==> src/rtl/mem_write_buffer.sv <==
`default_nettype none
// ============================================================================
//  Module   : mem_write_buffer
//  Purpose  : Posted-write buffer between a cache's memory-side port and main
//             memory. Writebacks are absorbed into a DEPTH-entry FIFO and
//             complete in one cycle; they drain to memory in order. Refills
//             are sent downstream only once every older write has drained,
//             which keeps read-after-write ordering intact.
//  Ports    : clk_i/rst_i          clock, synchronous active-high reset
//             up_*                 cache-side request/response
//             dn_*                 memory-side request/response
//             wb_count_o/empty_o   FIFO occupancy status
//  Options  : `define WB_FWD_EN enables store-to-load forwarding of reads
//             that hit a buffered write (ST_FWD state and comparators).
//  Revision : 1.0 - initial release
// ============================================================================
module mem_write_buffer #(
  parameter int DATA_WIDTH = 32,
  parameter int ADDR_WIDTH = 16,
  parameter int DEPTH      = 4
) (
  input  logic                    clk_i,
  input  logic                    rst_i,
  input  logic                    up_valid_i,
  output logic                    up_ready_o,
  input  logic                    up_we_i,
  input  logic [ADDR_WIDTH-1:0]   up_adr_i,
  input  logic [DATA_WIDTH-1:0]   up_wdata_i,
  output logic [DATA_WIDTH-1:0]   up_rdata_o,
  output logic                    dn_valid_o,
  input  logic                    dn_ready_i,
  output logic                    dn_we_o,
  output logic [ADDR_WIDTH-1:0]   dn_adr_o,
  output logic [DATA_WIDTH-1:0]   dn_wdata_o,
  input  logic [DATA_WIDTH-1:0]   dn_rdata_i,
  output logic [$clog2(DEPTH):0]  wb_count_o,
  output logic                    wb_empty_o
);

  localparam int c_ptr_w = $clog2(DEPTH);
  localparam int c_cnt_w = c_ptr_w + 1;
  localparam logic [c_cnt_w-1:0] c_depth = c_cnt_w'(DEPTH);

`ifdef WB_FWD_EN
  typedef enum logic [1:0] {
    ST_IDLE = 2'd0,
    ST_WR   = 2'd1,
    ST_RD   = 2'd2,
    ST_FWD  = 2'd3
  } state_t;
`else
  typedef enum logic [1:0] {
    ST_IDLE = 2'd0,
    ST_WR   = 2'd1,
    ST_RD   = 2'd2
  } state_t;
`endif

  state_t                  state_q, state_d;
  logic [ADDR_WIDTH-1:0]   adr_mem_q [DEPTH];
  logic [DATA_WIDTH-1:0]   dat_mem_q [DEPTH];
  logic [c_ptr_w-1:0]      rd_ptr_q, wr_ptr_q;
  logic [c_cnt_w-1:0]      count_q, count_d;
  logic [ADDR_WIDTH-1:0]   rd_adr_q, rd_adr_d;

  logic                    w_push;
  logic                    w_pop;
  logic                    w_in_wr;
  logic                    w_in_rd;
  logic                    w_rd_done;

  // A full buffer never accepts, even if the head drains this same cycle.
  assign w_push    = up_valid_i & up_we_i & (count_q < c_depth);
  assign w_in_wr   = (state_q == ST_WR);
  assign w_in_rd   = (state_q == ST_RD);
  assign w_pop     = w_in_wr & dn_ready_i & (count_q != '0);
  assign w_rd_done = w_in_rd & dn_ready_i;

`ifdef WB_FWD_EN
  logic                    w_fwd_hit;
  logic [DATA_WIDTH-1:0]   w_fwd_data;
  logic [DATA_WIDTH-1:0]   fwd_data_q, fwd_data_d;
  logic                    w_fwd_done;

  assign w_fwd_done = (state_q == ST_FWD);

  // Scan oldest to newest so the last match (the newest write) wins.
  always_comb begin
    logic [c_ptr_w-1:0] idx;
    w_fwd_hit  = 1'b0;
    w_fwd_data = '0;
    idx        = '0;
    for (int k = 0; k < DEPTH; k++) begin
      idx = rd_ptr_q + c_ptr_w'(k);
      if ((c_cnt_w'(k) < count_q) && (adr_mem_q[idx] == up_adr_i)) begin
        w_fwd_hit  = 1'b1;
        w_fwd_data = dat_mem_q[idx];
      end
    end
  end
`endif

  // FIFO storage carries no reset: validity is tracked by the pointers/count.
  always_ff @(posedge clk_i) begin
    if (w_push) begin
      adr_mem_q[wr_ptr_q] <= up_adr_i;
      dat_mem_q[wr_ptr_q] <= up_wdata_i;
    end
  end

  always_comb begin
    count_d = count_q;
    case ({w_push, w_pop})
      2'b10:   count_d = count_q + 1'b1;
      2'b01:   count_d = count_q - 1'b1;
      default: count_d = count_q;
    endcase
  end

  always_ff @(posedge clk_i) begin
    if (rst_i) begin
      state_q    <= ST_IDLE;
      rd_ptr_q   <= '0;
      wr_ptr_q   <= '0;
      count_q    <= '0;
      rd_adr_q   <= '0;
`ifdef WB_FWD_EN
      fwd_data_q <= '0;
`endif
    end else begin
      state_q    <= state_d;
      count_q    <= count_d;
      rd_adr_q   <= rd_adr_d;
`ifdef WB_FWD_EN
      fwd_data_q <= fwd_data_d;
`endif
      // DEPTH is a power of two, so pointers wrap naturally.
      if (w_push) wr_ptr_q <= wr_ptr_q + 1'b1;
      if (w_pop)  rd_ptr_q <= rd_ptr_q + 1'b1;
    end
  end

  always_comb begin
    state_d    = state_q;
    rd_adr_d   = rd_adr_q;
`ifdef WB_FWD_EN
    fwd_data_d = fwd_data_q;
`endif
    case (state_q)
      ST_IDLE: begin
`ifdef WB_FWD_EN
        if (up_valid_i && !up_we_i && w_fwd_hit) begin
          state_d    = ST_FWD;
          fwd_data_d = w_fwd_data;
        end else
`endif
        if (count_q != '0) begin
          state_d = ST_WR;
        end else if (up_valid_i && !up_we_i) begin
          rd_adr_d = up_adr_i;
          state_d  = ST_RD;
        end
      end
      // Returning to idle after each drain leaves a bubble where a pending
      // read can be reconsidered against the updated count.
      ST_WR:   if (dn_ready_i) state_d = ST_IDLE;
      ST_RD:   if (dn_ready_i) state_d = ST_IDLE;
`ifdef WB_FWD_EN
      ST_FWD:  state_d = ST_IDLE;
`endif
      default: state_d = ST_IDLE;
    endcase
  end

`ifdef WB_FWD_EN
  assign up_ready_o = w_push | w_rd_done | w_fwd_done;
  assign up_rdata_o = w_rd_done  ? dn_rdata_i :
                      w_fwd_done ? fwd_data_q : '0;
`else
  assign up_ready_o = w_push | w_rd_done;
  assign up_rdata_o = w_rd_done ? dn_rdata_i : '0;
`endif

  assign dn_valid_o = w_in_wr | w_in_rd;
  assign dn_we_o    = w_in_wr;
  assign dn_adr_o   = w_in_wr ? adr_mem_q[rd_ptr_q] :
                      w_in_rd ? rd_adr_q : '0;
  assign dn_wdata_o = w_in_wr ? dat_mem_q[rd_ptr_q] : '0;
  assign wb_count_o = count_q;
  assign wb_empty_o = (count_q == '0);

endmodule
`default_nettype wire
==> config.mk <==
export PLATFORM = sky130hd
export DESIGN_NAME = mem_write_buffer
export DESIGN_NICKNAME = d
export VERILOG_FILES = /design/src/rtl/mem_write_buffer.sv
export SDC_FILE = /design/constraint.sdc
export NUM_CORES = 1
export LEC_CHECK = 0
export ABC_AREA = 1
export CORE_MARGIN = 3
export CORE_UTILIZATION = 50
export DETAILED_ROUTE_END_ITERATION = 10
export PLACE_DENSITY = 0.87
export SKIP_LAST_GASP = 1
export SLEW_MARGIN = 40
export SYNTH_ARGS = -nofsm -noshare
export SYNTH_HDL_FRONTEND = slang
export SYNTH_SLANG_ARGS = --single-unit
==> constraint.sdc <==
create_clock -name clk_i -period 6.31 [get_ports clk_i]
set_input_delay 1.262 -clock clk_i [delete_from_list [all_inputs] [get_ports clk_i]]
set_output_delay 1.262 -clock clk_i [all_outputs]
set_load 0.1 [all_outputs]
==> flow_metrics.env <==
export IMPL_clkTransAtPathRegs_ns=0.06
export IMPL_drt_pass1_iterations=6
export IMPL_post_cts_resized=0
export IMPL_drt_iter0_markers=533
export IMPL_dp_hpwl_um=12200
export IMPL_post_place_ws_ns=1.97
export IMPL_worstHoldStart="state_q[1]"
export IMPL_post_route_util_pct=64.1
export IMPL_clkLatencyLatePin_ns=0.50
export IMPL_antenna_found_initial=2
export IMPL_synthCells=806
export IMPL_whs_ns=0.502
export IMPL_seq_area_um2=6310
export IMPL_setup_viol=0
export IMPL_yosysUniqueCellTypes=27
export IMPL_design_die_area_um2=19700
export IMPL_hold_viol=0
export IMPL_die_h_um=140
export IMPL_crit_reg2reg_launch="wb_count_o[2]"
export IMPL_rr_endpoint="dat_mem_q[1][8]"
export IMPL_fillers=1294
export IMPL_vias=6457
export IMPL_post_cts_buffers=0
export IMPL_status="completed"
export IMPL_syn2layout_area_growth_pct=24.3
export IMPL_crit_required_ns=5.05
export IMPL_crit_end="dn_wdata_o[10]"
export IMPL_cap_violations=0
export IMPL_clockBufferDepth=3
export IMPL_synth_area_um2=9010
export IMPL_fin_cells=1205
export IMPL_power_density_nw_per_um2=309
export IMPL_antenna_left=0
export IMPL_placement_rows=48
export IMPL_wl_per_cell_um=17.3
export IMPL_clock_sinks=219
export IMPL_totalWireLength_um=20800
export IMPL_leakage_nw=4.31
export IMPL_grt_max_degree=52
export IMPL_crit_arrival_ns=3.22
export IMPL_gp_congestion=0.800
export IMPL_tightest_slew_ns=0.828
export IMPL_overflow=0
export IMPL_avgSynthCellArea_um2=11.2
export IMPL_fin_crit_sh_pct=71.1
export IMPL_multi_input_area_um2=2260
export IMPL_drc_errors=0
export IMPL_fin_crit_ns=4.49
export IMPL_clock_fmax_ghz=0.223
export IMPL_h_tree_depth=1
export IMPL_skew_ns=0.00746
export IMPL_grt_usage_pct=20.5
export IMPL_relSlewSlack_pct=44.7
export IMPL_dpl_cell_area_um2=10500
export IMPL_power_total_mw=3.46
export IMPL_drive_gt1_share_pct=16.2
export IMPL_diodes=0
export IMPL_design_area_um2=11200
export IMPL_fin_ws_ns=1.82
export IMPL_nets=1058
export IMPL_cp_max_fo=51
export IMPL_synth_seq_cells=219
export IMPL_rrSetupSlack_ns=3.69
export IMPL_grt_pass1_wl_um=32100
export IMPL_endpoint_kind="output pin"
export IMPL_start_util_pct=51.6
export IMPL_viasPerCell=5.36
export IMPL_cts_tree="done"
export IMPL_rsz0062_at_grt="false"
export IMPL_yosys_warnings=0
export IMPL_dp_cells=1164
export IMPL_root_buffer="clkbuf_16"
export IMPL_min_path_type="reg2reg"
export IMPL_seq_area_frac_synth_pct=70.0
export IMPL_grt_pass1_vias=6311
export IMPL_numCtsBuffers=22
export IMPL_crit_path_start_kind="flip-flop"
export IMPL_maxSlewViolCount=0
export IMPL_ctsHoldBuffers=0
export IMPL_synth_fp_nets=900
export IMPL_peakVddDrop_mv=0.204
export IMPL_die_x_um=140
export IMPL_core_um2=17500
export IMPL_final_setup_tns_ns=0
export IMPL_r2r_cells=4
export IMPL_pin_count=172
export IMPL_critPathKind="reg2out"
export IMPL_io_buffers=171
state kept, by name, summed over array words and instances, names as in the netlist, named ones only:
signal	cells
dat_mem_q	128
adr_mem_q	64
rd_adr_q	16
wb_count_o	3
rd_ptr_q	2
state_q	2
wr_ptr_q	2
cells in the mapped netlist, drive strengths merged:
| cell type | instances | area, um2 |
|---|---|---|
| dfxtp | 27 | 541 |
| nand4 | 2 | 12.5 |
| edfxtp | 192 | 5770 |
| a31oi | 16 | 100 |
| ha | 8 | 100 |
| fa | 1 | 20.0 |
| a21oi | 56 | 284 |
| buf | 24 | 180 |
| o21ai | 117 | 586 |
| or2 | 1 | 6.26 |
| nand2 | 12 | 47.6 |
| clkbuf | 23 | 92.6 |
| nor2 | 268 | 1050 |
| nand3 | 4 | 25.0 |
| inv | 55 | 209 |
per-layer routing:
layer / up-vias / wire length [um] / track usage (%)
li1: 3074 / - / -
met4: 4 / 399 / 6.32
met5: - / 23 / 0
met2: 313 / 10600 / 35.7
met3: 44 / 1810 / 3.86
met1: 3022 / 7970 / 26.1
final cells by class:
| type | instances | share of cell area [%] |
|---|---|---|
| Timing Repair Buffer | 181 | 13.0 |
| Multi-Input combinational cell | 485 | 20.2 |
| Inverter | 55 | 1.89 |
| Clock inverter | 14 | 0.848 |
| Clock buffer | 26 | 5.33 |
| Sequential cell | 219 | 56.3 |
| Tap cell | 225 | 2.51 |
critical path, cell delays in order, from the launching register on:
cell and delay [ns]:
dfxtp_4 0.52, buf_12 0.26, inv_2 0.55, buf_4 0.56, o21ai_0 0.19, a21oi_1 0.25, buf_4 0.33
power by group:
group | switching (mW) | internal [mW] | leakage (nW) | total (mW)
Sequential | 0.0173 | 1.62 | 1.97 | 1.64
Clock | 0.518 | 0.716 | 0.351 | 1.23
Combinational | 0.460 | 0.128 | 1.99 | 0.588
Total | 0.996 | 2.46 | 4.31 | 3.46
placed cells by master, fill, tap and decap left out, drive strengths merged:
master and count:
a21oi 56, a31oi 16, buf 97, bufinv 1, clkbuf 26, clkdlybuf4s50 84, clkinv 13, dfxtp 27
edfxtp 192, fa 1, ha 8, inv 55, nand2 12, nand3 4, nand4 2, nor2 268
o21ai 117, or2 1
logic make-up after synthesis:
group | synth area share, %
AND/OR/NAND/NOR | 12.6
flip-flops | 70.0
adder cells (fa/ha/maj) | 1.33
buffers and inverters | 5.34
AO/OA/AOI/OAI | 10.8
worst min path at each step:
| stage | depth (start not counted) | to |
|---|---|---|
| 6_report | 2 | state_q[1] |
| 5_1_grt | 2 | state_q[1] |
| 4_1_cts | 2 | state_q[1] |
| 3_5_place_dp | 2 | rd_adr_q[13] |
| 3_3_place_gp | 2 | state_q[0] |
| 2_1_floorplan | 2 | flip-flop |
Note: power is estimated with default switching activity, not from simulation.
==> RTL change (same flow settings) <==
Encoding of `state_t`: now one-hot (3 bits for 3 states).
--- a/src/rtl/mem_write_buffer.sv
+++ b/src/rtl/mem_write_buffer.sv
@@ -49,10 +49,10 @@
     ST_FWD  = 2'd3
   } state_t;
 `else
-  typedef enum logic [1:0] {
-    ST_IDLE = 2'd0,
-    ST_WR   = 2'd1,
-    ST_RD   = 2'd2
+  typedef enum logic [2:0] {
+    ST_IDLE = 3'b001,
+    ST_WR   = 3'b010,
+    ST_RD   = 3'b100
   } state_t;
 `endif
 
Formal check against the unedited RTL: same outputs for any inputs over 4 cycles, from zero or initial values and one cycle with rst_i high; so few cycles prove little.
==> RTL change against the original RTL <==
- final area rose by 0.22%
- non-clock buffer count grew 1
- area after synthesis rose by 0.49%
- sequential cell count up 1
- routed wire length fell by 3.2%
- count of clock-buffer cells in the layout increased by 6
- sequential share of layout area grew 0.053 points
- worst setup slack improved by 0.35 ns
- largest cell class unchanged
Power is not compared: it rests on default switching activity, and its combinational part moved more than twofold at a synthesized area within 25%.
==> RTL change: results (changes against the original RTL) <==
status finished clean; Fin Clk Skew 0.00716 ns (-0.000305 ns); clk root buf clkbuf_16; Final Non-Filler Cells 1225 (+1.7%); Mapped Nets 914 (+1.6%); pre-CTS setup slack 2.16 ns (+0.182 ns); met1 GRT Util 24.4% (-1.6 points); post-cts resize count 0 (unchanged); via count 6432 (-0.39%); drt first-iter violations 556 (+4.3%); met3 WL 1220 µm (-32%); top cells by area, synth edfxtp_1 64%, nor2_1 7.1%, dfxtp_1 6.2%; slowest stage cell on the critical path clkdlybuf4s50_1; vias in the first global route 6300 (-0.17%); number of max-cap violations 0 (unchanged); first-pass GRT wire length 31900 µm (-0.64%); biggest regs dat_mem_q x128, adr_mem_q x64, rd_adr_q x16; Post-Route WL 20200 µm (-3.2%); post-layout net count 1076 (+1.7%); CTS Buf Count 22 (unchanged); Mapped Cells 823 (+2.1%); Tot GR Track Use 20.0% (-0.48 points); CP Data Arrival Time 2.88 ns (-0.34 ns); routed wl met2 10700 µm (+0.18%); H-tree levels 1 (unchanged); Hold Crit Class flop to flop; Worst-Margin Slew 0.805 ns (-0.0235 ns); DR top layer met5; PortBufs 171 (unchanged); met2 usage 36.5% (+0.81 points); number of synthesized flops with an enable pin 192 (unchanged); wire length on met1 7900 µm (-0.92%); RePlAce Congestion 0.739 (-7.7%); leak pwr 4.44 nW; DPL Wire Length 12400 µm (+0.98%); fraction of registers with async set/reset 0% (unchanged); 1st-pass router iterations 5 (-1); CP Max Fanout 10 (-80%); share of layout cells above drive strength 1 14.9% (-1.3 points); Placed Area 10500 µm² (+0.48%); top post-synthesis cells by count 192 x edfxtp_1, 172 x nor2_1, 126 x nand2_1; Yosys cell types 29 (+7.4%); CTS clk-pin slew, worst paths 0.06 ns (about the same); delay-heaviest family, CP buffers and inverters; sequential-to-total area share from yosys stat 69.8% (-0.12 points); slowest cell delay on critical path 0.52 ns (-0.04 ns); antenna violations before repair 1 (-1); met3 Usage GRT 3.22% (-0.64 points); largest net degree at the start of global routing 97 (+87%); worst-skew pair later-pin latency 0.49 ns
-- RTL change: logic make-up after synthesis --
| group | after synthesis | share of synthesized area (%) |
|---|---|---|
| AOI/OAI and AO/OA | 126 | 7.00 |
| and+or+nand+nor | 374 | 17.2 |
| xor gates and xnor gates | 1 | 0.0967 |
| DFF | 220 | 69.8 |
| buffers and inverters | 96 | 4.92 |
| adders and majority gates | 6 | 0.912 |
-- RTL change: final timing paths --
kind / from / to / slack (ns) / depth (start not counted)
setup / recovery: up_we_i / up_ready_o / 2.17 / 4
hold / removal: rd_adr_q[2]$_SDFFE_PP0P_ / rd_adr_q[2]$_SDFFE_PP0P_ / 0.46 / 2
hold reg to reg: rd_adr_q[2]$_SDFFE_PP0P_ / rd_adr_q[2]$_SDFFE_PP0P_ / 0.46 / 2
setup reg to reg: state_q[0]$_SDFFE_PP1P_ / wb_count_o[2]$_SDFFE_PP0P_ / 3.69 / 12
-- RTL change: report_power, final --
| part | internal, mW | switching [mW] | total, mW | leakage (nW) |
|---|---|---|---|---|
| logic | 0.0898 | 0.195 | 0.285 | 2.13 |
| clock network | 0.728 | 0.493 | 1.22 | 0.332 |
| registers | 1.62 | 0.0142 | 1.64 | 1.97 |
-- RTL change: tightest hold or removal path, cell delays in order, from the launching register on --
cell and delay (ns):
dfxtp_1 0.31, nand2_1 0.06, a21oi_1 0.05
-- RTL change: layout make-up --
cell class	instances	area, µm²
sequential	220	6330
fill	1288	6300
multi-input combinational	507	2320
timing repair buffer	182	1410
clock buffer	32	629
tap	225	282
inverter	52	201
clock inverter	7	53.8
